===== config.mk =====
export PLATFORM = sky130hd
export DESIGN_NAME = jtag_tap_bsr_flat
export DESIGN_NICKNAME = d
export VERILOG_FILES = /design/src/rtl/jtag_tap_bsr_if.sv /design/src/rtl/jtag_tap_bsr.sv /design/src/flat_wrapper.sv
export SDC_FILE = /design/constraint.sdc
export NUM_CORES = 1
export LEC_CHECK = 0
export CAP_MARGIN = 5
export CELL_PAD_IN_SITES_DETAIL_PLACEMENT = 1
export CELL_PAD_IN_SITES_GLOBAL_PLACEMENT = 1
export CORE_MARGIN = 2
export CORE_UTILIZATION = 46
export DETAILED_ROUTE_END_ITERATION = 10
export PLACE_DENSITY_LB_ADDON = 0.1
export SYNTH_ARGS = -nofsm -noshare
export SYNTH_HDL_FRONTEND = slang
export SYNTH_SLANG_ARGS = --single-unit

===== constraint.sdc =====
create_clock -name TCK -period 3 [get_ports TCK]
set_input_delay 0.6 -clock TCK [delete_from_list [all_inputs] [get_ports TCK]]
set_output_delay 0.6 -clock TCK [all_outputs]
set_load 0.005 [all_outputs]

===== src/rtl/jtag_tap_bsr_if.sv =====
// Scan-port interface: TMS/TDI driven by the test host, TDO/TDO_EN returned by the TAP.
interface jtag_tap_bsr_if;
    logic TMS;
    logic TDI;
    logic TDO;
    logic TDO_EN;

    modport master (
        output TMS,
        output TDI,
        input  TDO,
        input  TDO_EN
    );

    modport slave (
        input  TMS,
        input  TDI,
        output TDO,
        output TDO_EN
    );
endinterface


===== src/rtl/jtag_tap_bsr.sv =====
// IEEE 1149.1-style TAP controller with a parametrised boundary-scan register,
// instruction register, bypass and IDCODE. Sits between pads and core logic.
module jtag_tap_bsr #(
    parameter int          N_IN   = 34,
    parameter int          N_OUT  = 17,
    parameter int          IR_W   = 4,
    parameter logic [31:0] IDCODE = 32'h1234_5A5B
) (
    input  logic              TCK,
    input  logic              RST,
    jtag_tap_bsr_if.slave     jtag,
    input  logic [N_IN-1:0]   sys_pin_in,
    output logic [N_IN-1:0]   core_pin_out,
    input  logic [N_OUT-1:0]  core_pin_in,
    output logic [N_OUT-1:0]  sys_pin_out
);

    localparam int BSR_W = N_IN + N_OUT;

    localparam logic [IR_W-1:0] OP_EXTEST  = IR_W'(0);
    localparam logic [IR_W-1:0] OP_SAMPLE  = IR_W'(1);
    localparam logic [IR_W-1:0] OP_IDCODE  = IR_W'(2);
    localparam logic [IR_W-1:0] OP_INTEST  = IR_W'(3);

    typedef enum logic [3:0] {
        S_TLR, S_RTI,
        S_SEL_DR, S_CAP_DR, S_SH_DR, S_EX1_DR, S_PAU_DR, S_EX2_DR, S_UPD_DR,
        S_SEL_IR, S_CAP_IR, S_SH_IR, S_EX1_IR, S_PAU_IR, S_EX2_IR, S_UPD_IR
    } tap_state_e;

    tap_state_e        state_q, state_d;
    logic [IR_W-1:0]   ir_q, ir_d;
    logic [IR_W-1:0]   ir_sr_q, ir_sr_d;
    logic [BSR_W-1:0]  bsr_q, bsr_d;
    logic [BSR_W-1:0]  upd_q, upd_d;
    logic [31:0]       id_q, id_d;
    logic              byp_q, byp_d;

    logic is_extest, is_intest, sel_bsr, sel_id, sel_byp;

    // Instruction decode; any opcode not listed selects bypass.
    always_comb begin
        is_extest = (ir_q == OP_EXTEST);
        is_intest = (ir_q == OP_INTEST);
        sel_bsr   = is_extest || is_intest || (ir_q == OP_SAMPLE);
        sel_id    = (ir_q == OP_IDCODE);
        sel_byp   = !sel_bsr && !sel_id;
    end

    // TAP state register.
    always_ff @(posedge TCK) begin
        if (RST) state_q <= S_TLR;
        else     state_q <= state_d;
    end

    // Standard TAP state transitions on TMS.
    always_comb begin
        state_d = state_q;
        case (state_q)
            S_TLR:    state_d = jtag.TMS ? S_TLR    : S_RTI;
            S_RTI:    state_d = jtag.TMS ? S_SEL_DR : S_RTI;
            S_SEL_DR: state_d = jtag.TMS ? S_SEL_IR : S_CAP_DR;
            S_CAP_DR: state_d = jtag.TMS ? S_EX1_DR : S_SH_DR;
            S_SH_DR:  state_d = jtag.TMS ? S_EX1_DR : S_SH_DR;
            S_EX1_DR: state_d = jtag.TMS ? S_UPD_DR : S_PAU_DR;
            S_PAU_DR: state_d = jtag.TMS ? S_EX2_DR : S_PAU_DR;
            S_EX2_DR: state_d = jtag.TMS ? S_UPD_DR : S_SH_DR;
            S_UPD_DR: state_d = jtag.TMS ? S_SEL_DR : S_RTI;
            S_SEL_IR: state_d = jtag.TMS ? S_TLR    : S_CAP_IR;
            S_CAP_IR: state_d = jtag.TMS ? S_EX1_IR : S_SH_IR;
            S_SH_IR:  state_d = jtag.TMS ? S_EX1_IR : S_SH_IR;
            S_EX1_IR: state_d = jtag.TMS ? S_UPD_IR : S_PAU_IR;
            S_PAU_IR: state_d = jtag.TMS ? S_EX2_IR : S_PAU_IR;
            S_EX2_IR: state_d = jtag.TMS ? S_UPD_IR : S_SH_IR;
            S_UPD_IR: state_d = jtag.TMS ? S_SEL_DR : S_RTI;
            default:  state_d = S_TLR;
        endcase
    end

    // Capture/shift/update actions for IR and the selected data register.
    always_comb begin
        ir_d    = ir_q;
        ir_sr_d = ir_sr_q;
        bsr_d   = bsr_q;
        upd_d   = upd_q;
        id_d    = id_q;
        byp_d   = byp_q;
        case (state_q)
            S_TLR:    ir_d    = OP_IDCODE;
            S_CAP_IR: ir_sr_d = IR_W'(1);
            S_SH_IR:  ir_sr_d = {jtag.TDI, ir_sr_q[IR_W-1:1]};
            S_UPD_IR: ir_d    = ir_sr_q;
            S_CAP_DR: begin
                if (sel_bsr) bsr_d = {core_pin_in, sys_pin_in};
                if (sel_id)  id_d  = IDCODE;
                if (sel_byp) byp_d = 1'b0;
            end
            S_SH_DR: begin
                if (sel_bsr) bsr_d = {jtag.TDI, bsr_q[BSR_W-1:1]};
                if (sel_id)  id_d  = {jtag.TDI, id_q[31:1]};
                if (sel_byp) byp_d = jtag.TDI;
            end
            S_UPD_DR: if (sel_bsr) upd_d = bsr_q;
            default: ;
        endcase
    end

    // Register bank; reset discards shift contents and clears update latches.
    always_ff @(posedge TCK) begin
        if (RST) begin
            ir_q    <= OP_IDCODE;
            ir_sr_q <= '0;
            bsr_q   <= '0;
            upd_q   <= '0;
            id_q    <= '0;
            byp_q   <= 1'b0;
        end else begin
            ir_q    <= ir_d;
            ir_sr_q <= ir_sr_d;
            bsr_q   <= bsr_d;
            upd_q   <= upd_d;
            id_q    <= id_d;
            byp_q   <= byp_d;
        end
    end

    // TDO mux: bit 0 of the register being shifted, quiet otherwise.
    always_comb begin
        jtag.TDO    = 1'b0;
        jtag.TDO_EN = 1'b0;
        if (state_q == S_SH_IR) begin
            jtag.TDO    = ir_sr_q[0];
            jtag.TDO_EN = 1'b1;
        end else if (state_q == S_SH_DR) begin
            jtag.TDO_EN = 1'b1;
            if (sel_bsr)     jtag.TDO = bsr_q[0];
            else if (sel_id) jtag.TDO = id_q[0];
            else             jtag.TDO = byp_q;
        end
    end

    // Pin muxing between pads, core and the boundary-scan update latches.
    always_comb begin
        core_pin_out = sys_pin_in;
        sys_pin_out  = core_pin_in;
        if (is_extest) begin
            sys_pin_out  = upd_q[BSR_W-1:N_IN];
        end else if (is_intest) begin
            core_pin_out = upd_q[N_IN-1:0];
            sys_pin_out  = upd_q[BSR_W-1:N_IN];
        end
    end

endmodule

===== src/flat_wrapper.sv =====
// flat-port wrapper written by rule: the top's interface ports become plain ports
module jtag_tap_bsr_flat 
#(
    parameter int          N_IN   = 34,
    parameter int          N_OUT  = 17,
    parameter int          IR_W   = 4,
    parameter logic [31:0] IDCODE = 32'h1234_5A5B
)
  (TCK, RST, sys_pin_in, core_pin_out, core_pin_in, sys_pin_out, jtag_TMS, jtag_TDI, jtag_TDO, jtag_TDO_EN);
  jtag_tap_bsr_if jtag_i ();
  input  logic TCK;
  input  logic RST;
  input  logic [N_IN-1:0] sys_pin_in;
  output logic [N_IN-1:0] core_pin_out;
  input  logic [N_OUT-1:0] core_pin_in;
  output logic [N_OUT-1:0] sys_pin_out;
  input wire logic [$bits(jtag_i.TMS)-1:0] jtag_TMS;
  input wire logic [$bits(jtag_i.TDI)-1:0] jtag_TDI;
  output wire logic [$bits(jtag_i.TDO)-1:0] jtag_TDO;
  output wire logic [$bits(jtag_i.TDO_EN)-1:0] jtag_TDO_EN;
  assign jtag_i.TMS = jtag_TMS;
  assign jtag_i.TDI = jtag_TDI;
  assign jtag_TDO = jtag_i.TDO;
  assign jtag_TDO_EN = jtag_i.TDO_EN;
  jtag_tap_bsr #(.N_IN(N_IN), .N_OUT(N_OUT), .IR_W(IR_W), .IDCODE(IDCODE)) u_core (.TCK(TCK), .RST(RST), .jtag(jtag_i), .sys_pin_in(sys_pin_in), .core_pin_out(core_pin_out), .core_pin_in(core_pin_in), .sys_pin_out(sys_pin_out));
endmodule

Word-level counts from Yosys, hierarchy flattened. Index checks and enable logic that the tools add are counted. Widths: inputs -> output; s select.

Register bits: 147. Bits in latches: 0. Memory bits (writable): 0. Memory bits (read-only): 0. Bits of input ports: 55. Output and inout port bits: 53. Logic and storage cells: 82. Memories: 0.

$add $sub $neg: 0. $mul: 0. Divide/modulo/power cells: 0. Order comparisons: 0. Equality and inequality tests: 24. Shift-type cells: 0. Multiplexer cells: 34. Bitwise logic cells: 0. Reductions and logical operators: 17.

Operators by type and width (count): $mux 51 (2); $pmux 51 s2 (1); $mux 34 (2); $mux 32 (2); $pmux 32 s2 (1); $pmux 4 s12 (1); $mux 17 (2); $eq 4x4->1 const B (8); $eq 4x2->1 const B (4); $eq 4x3->1 const B (4); $mux 4 (4); $pmux 4 s2 (2); $ne 2x1->1 const B (6); $mux 1 (11); $reduce_and 3->1 (3); $eq 4x1->1 const B (2); $logic_not 4->1 (2); $mux 2 (3); $mux 3 (2); $reduce_bool 2->1 (3); $reduce_or 2->1 (2); $reduce_or 3->1 (1); $logic_not 1->1 (2); $logic_or 1x1->1 (2); 3 further kinds (3).

Logic depth before layout (Yosys ltp).
Depth in word-level cells: 7. Mapped depth: 7. Gate-level depth less buffers: 3.

Least setup slack after synthesis. No wires, ideal clock.

Kind: register -> output. From: register u_core.ir_q[0]. To: output port sys_pin_out[10]. Data arrival time: 1612 ps. Required time: 2400 ps. Setup slack: 788 ps. Cell stages (with the launch flop): 6. Path buffers: 2. Path through: dfxtp_1 > nand2b_1 > clkbuf_1 > nand3_1 > clkbuf_1 > mux2_2.

Longest elaborated chain between the ends: 3. Elaborated cells on any way between the ends: 4. Those cells by class: eq/ne (1); mux (2); reduce/logical (1).

Ends and longest elaborated chain: from (decl) (line jtag_tap_bsr.sv:32) `logic [IR_W-1:0] ir_q, ir_d;`; from (signal assigned) (line jtag_tap_bsr.sv:118) `ir_q <= ir_d;`; $eq 4x2->1 (line jtag_tap_bsr.sv:44) `is_intest = (ir_q == OP_INTEST);`; $mux 17 (line jtag_tap_bsr.sv:148) `end else if (is_intest) begin`; $mux 17 (*) (line jtag_tap_bsr.sv:146) `if (is_extest) begin`; to (decl) (line flat_wrapper.sv:16) `output logic [N_OUT-1:0] sys_pin_out;`.

Mark *: on every way between the ends. The rest lies on a longest branch, timed or not.

Worst setup path in the final report.
From: register u_core.ir_q[3]. To: output port sys_pin_out[16].

Same word-level chain as after synthesis.

==> results by group <==
Status
  • Outcome: completed

Power and ir drop
  • PD cells: 471 nW/µm²
  • Static Leak: 0.00362 µW
  • VDD IR max: 0.416 mV

Final layout
  • Most frequent cells in the layout: dfxtp_1, clkdlybuf4s50_1, a21oi_1
  • Layout area overhead: 22.5%
  • Sequential cell area: 2950 µm²
  • Filler cells: 1,876
  • Nets: 956
  • Most common cell after layout, fill and taps aside: dfxtp_1
  • Share of cells above drive strength 1: 20.1%
  • Ant. Diodes: 0
  • Footprint of the multi-input gates: 4420 µm²
  • Final Instance Area: 9590 µm²
  • Filler-free cell count of the finished design: 1,134

Synthesis
  • Post-synth cell types: 50
  • Cell Area, Synth: 7830 µm²
  • Register area share after synthesis: 37.6%
  • Main flop type after synthesis: dfxtp_1
  • Synthesized Nets: 909
  • Warnings from Yosys: 0
  • Syn Inst Count: 854
  • Post-Syn Area per Cell: 9.17 µm²
  • Post-synth EDFFs: 0
  • Asr flop ratio synth: 0%
  • Yosys reg bits: 147

Placement
  • Gpl congestion: 0.771
  • Hpwl dp: 14.2 mm
  • Cells after DPL: 1,099
  • PortBufs: 107
  • Area after DPL: 8990 µm²

STA
  • Hold Vio Cnt, Final: 0
  • Rel. slew slack: 28.4%
  • Worst clock skew: 0.00826 ns
  • Worst Tran Pin Value: 1.07 ns
  • Maximum clock frequency: 349 MHz
  • Final setup TNS: 0 ns
  • Final period util: 95.5%
  • Crit path time final: 2.86 ns
  • RSZ-0062 raised after global routing: false
  • Final setup vio count: 0
  • Final Slew Violations: 0

Floorplanning
  • Chip width: 134 µm
  • DIE AREA: 18,100 µm²
  • Die span in y: 134 µm
  • Core ar.: 16,600 µm²
  • Row cnt: 47
  • Initial core utilization: 47.2%
  • Ports: 108

Clock network
  • Hold Buf Count CTS: 0
  • CTS tree: done
  • Clock latency on the worst-skew pair: 0.43 ns
  • Root Buffer: clkbuf_16
  • Total CTS buffers: 17
  • CTS H-tree depth: 4
  • Clock slew at reported path FFs: 0.06 ns
  • # clock sinks: 147
  • Clk buf depth: 2

GRT
  • First-pass GRT wire length: 39.0 mm
  • Total Routing Usage GR: 26.4%
  • Total congestion overflow: 0
  • Vias in the first global route: 7,449
  • Largest net degree at the start of global routing: 103
  • Initial antenna violation count: 0

Route
  • DRC viols: 0
  • Routed Antenna Nets: 0
  • Iter 0 DRT Violations: 541
  • Via count: 7,227
  • Drt total wl: 23.8 mm
  • First drt pass iteration count: 4
  • Vias/cell: 6.37
  • Routed length per instance: 21.0 µm

Job
  • Max Cap Viol: 0

Worst setup path
  • Worst Path Arrival: 2.26 ns
  • Kind of critical path: flip-flop to primary output
  • Worst Setup Start Kind: flip-flop
  • Max FO, Critical Path: 22
  • WP data required: 2.40 ns
  • Critical Path Sink Type: primary output

Min path
  • Worst min path class: flip-flop to flip-flop
[worst max-delay path, stage by stage, from the launching register on]
cell,delay (ns)
dfxtp_1,0.43
nor2_4,0.07
buf_6,0.18
nand3_1,0.10
buf_6,0.20
mux2_2,0.37
clkdlybuf4s50_1,0.48
[registers in the layout, indices dropped and copies added, names as in the netlist]
register        cells
u_core.bsr_q       51
u_core.byp_q        1
u_core.id_q        32
u_core.ir_q         4
u_core.ir_sr_q      4
u_core.state_q      4
u_core.upd_q       51
[per-layer routing]
| metal | vias up | routed length (µm) | global-route usage, % |
|---|---|---|---|
| met5 | - | 0 | 0 |
| met4 | 0 | 293 | 7.37 |
| met3 | 26 | 728 | 3.79 |
| met2 | 159 | 12000 | 45.8 |
| met1 | 3713 | 10800 | 34.4 |
| li1 | 3329 | - | - |
[final timing paths]
check | start | end | slack, ns | cells past startpoint
worst max register to register | u_core.state_q[1] | u_core.bsr_q[20] | 0.73 | 5
worst max-delay path | u_core.ir_q[3] | sys_pin_out[16] | 0.14 | 6
worst min-delay path | u_core.id_q[3] | u_core.id_q[2] | 0.46 | 2
worst min register to register | u_core.id_q[3] | u_core.id_q[2] | 0.46 | 2
[cells in the mapped netlist, drive strengths merged (2+ instances only)]
library cell / instances / area [µm²]
o32ai: 15 / 131
nand4: 51 / 319
a31oi: 4 / 25.0
nand2b: 4 / 25.0
o211ai: 52 / 641
and3: 2 / 12.5
o21ai: 54 / 270
nor4: 3 / 18.8
a21oi: 57 / 285
clkbuf: 83 / 312
buf: 24 / 136
mux2i: 51 / 510
nor2b: 54 / 338
nor3: 2 / 10.0
nor4b: 3 / 26.3
and3b: 2 / 17.5
o221a: 14 / 158
a22o: 3 / 26.3
or4b: 2 / 20.0
nand2: 22 / 82.6
o22ai: 4 / 25.0
dfxtp: 147 / 2940
nand3b: 2 / 15.0
inv: 20 / 75.1
mux2: 51 / 574
nor2: 3 / 11.3
nand3: 56 / 280
o31ai: 51 / 383
[where the power goes]
part           internal (µW)  switching, µW
Sequential              1990           37.4
Clock                   1150            904
Combinational            230            210
Total                   3360           1150
[kinds of logic after synthesis]
group                  synth area share, %
buffers and inverters                 6.68
flip-flops                            37.6
XOR/XNOR                             0.112
AND/OR/NAND/NOR                       15.8
AO/OA/AOI/OAI                         26.0
multiplexers                          13.9
[final cells by class]
cell class / count / share of cell area [%]
Clock buffer: 18 / 4.48
Tap cell: 220 / 2.87
Timing Repair Buffer: 135 / 13.7
Clock inverter: 14 / 1.36
Multi-Input combinational cell: 580 / 46.1
Sequential cell: 147 / 30.7
Inverter: 20 / 0.783
[stage by stage]
stage	hold slack, ns	util (%)	power [µW]	setup slack, ns
final	0.464	57.8	4510	0.136
after global routing	0.494	57.8	4670	0.0316
after CTS	0.470	57.7	4540	0.0160
after detailed placement	0.458	54.2	2500	0.393
after global placement	0.445	54.2	2480	0.503
after floorplan	0.432	-	2280	0.788
[repair_timing]
action,CTS,global route
pin swaps,1,1
gates resized for setup,2,4
hold endpoints to repair,0,0
buffers inserted,1,2
setup endpoints to repair,25,34
Note: power is estimated with default switching activity, not from simulation.
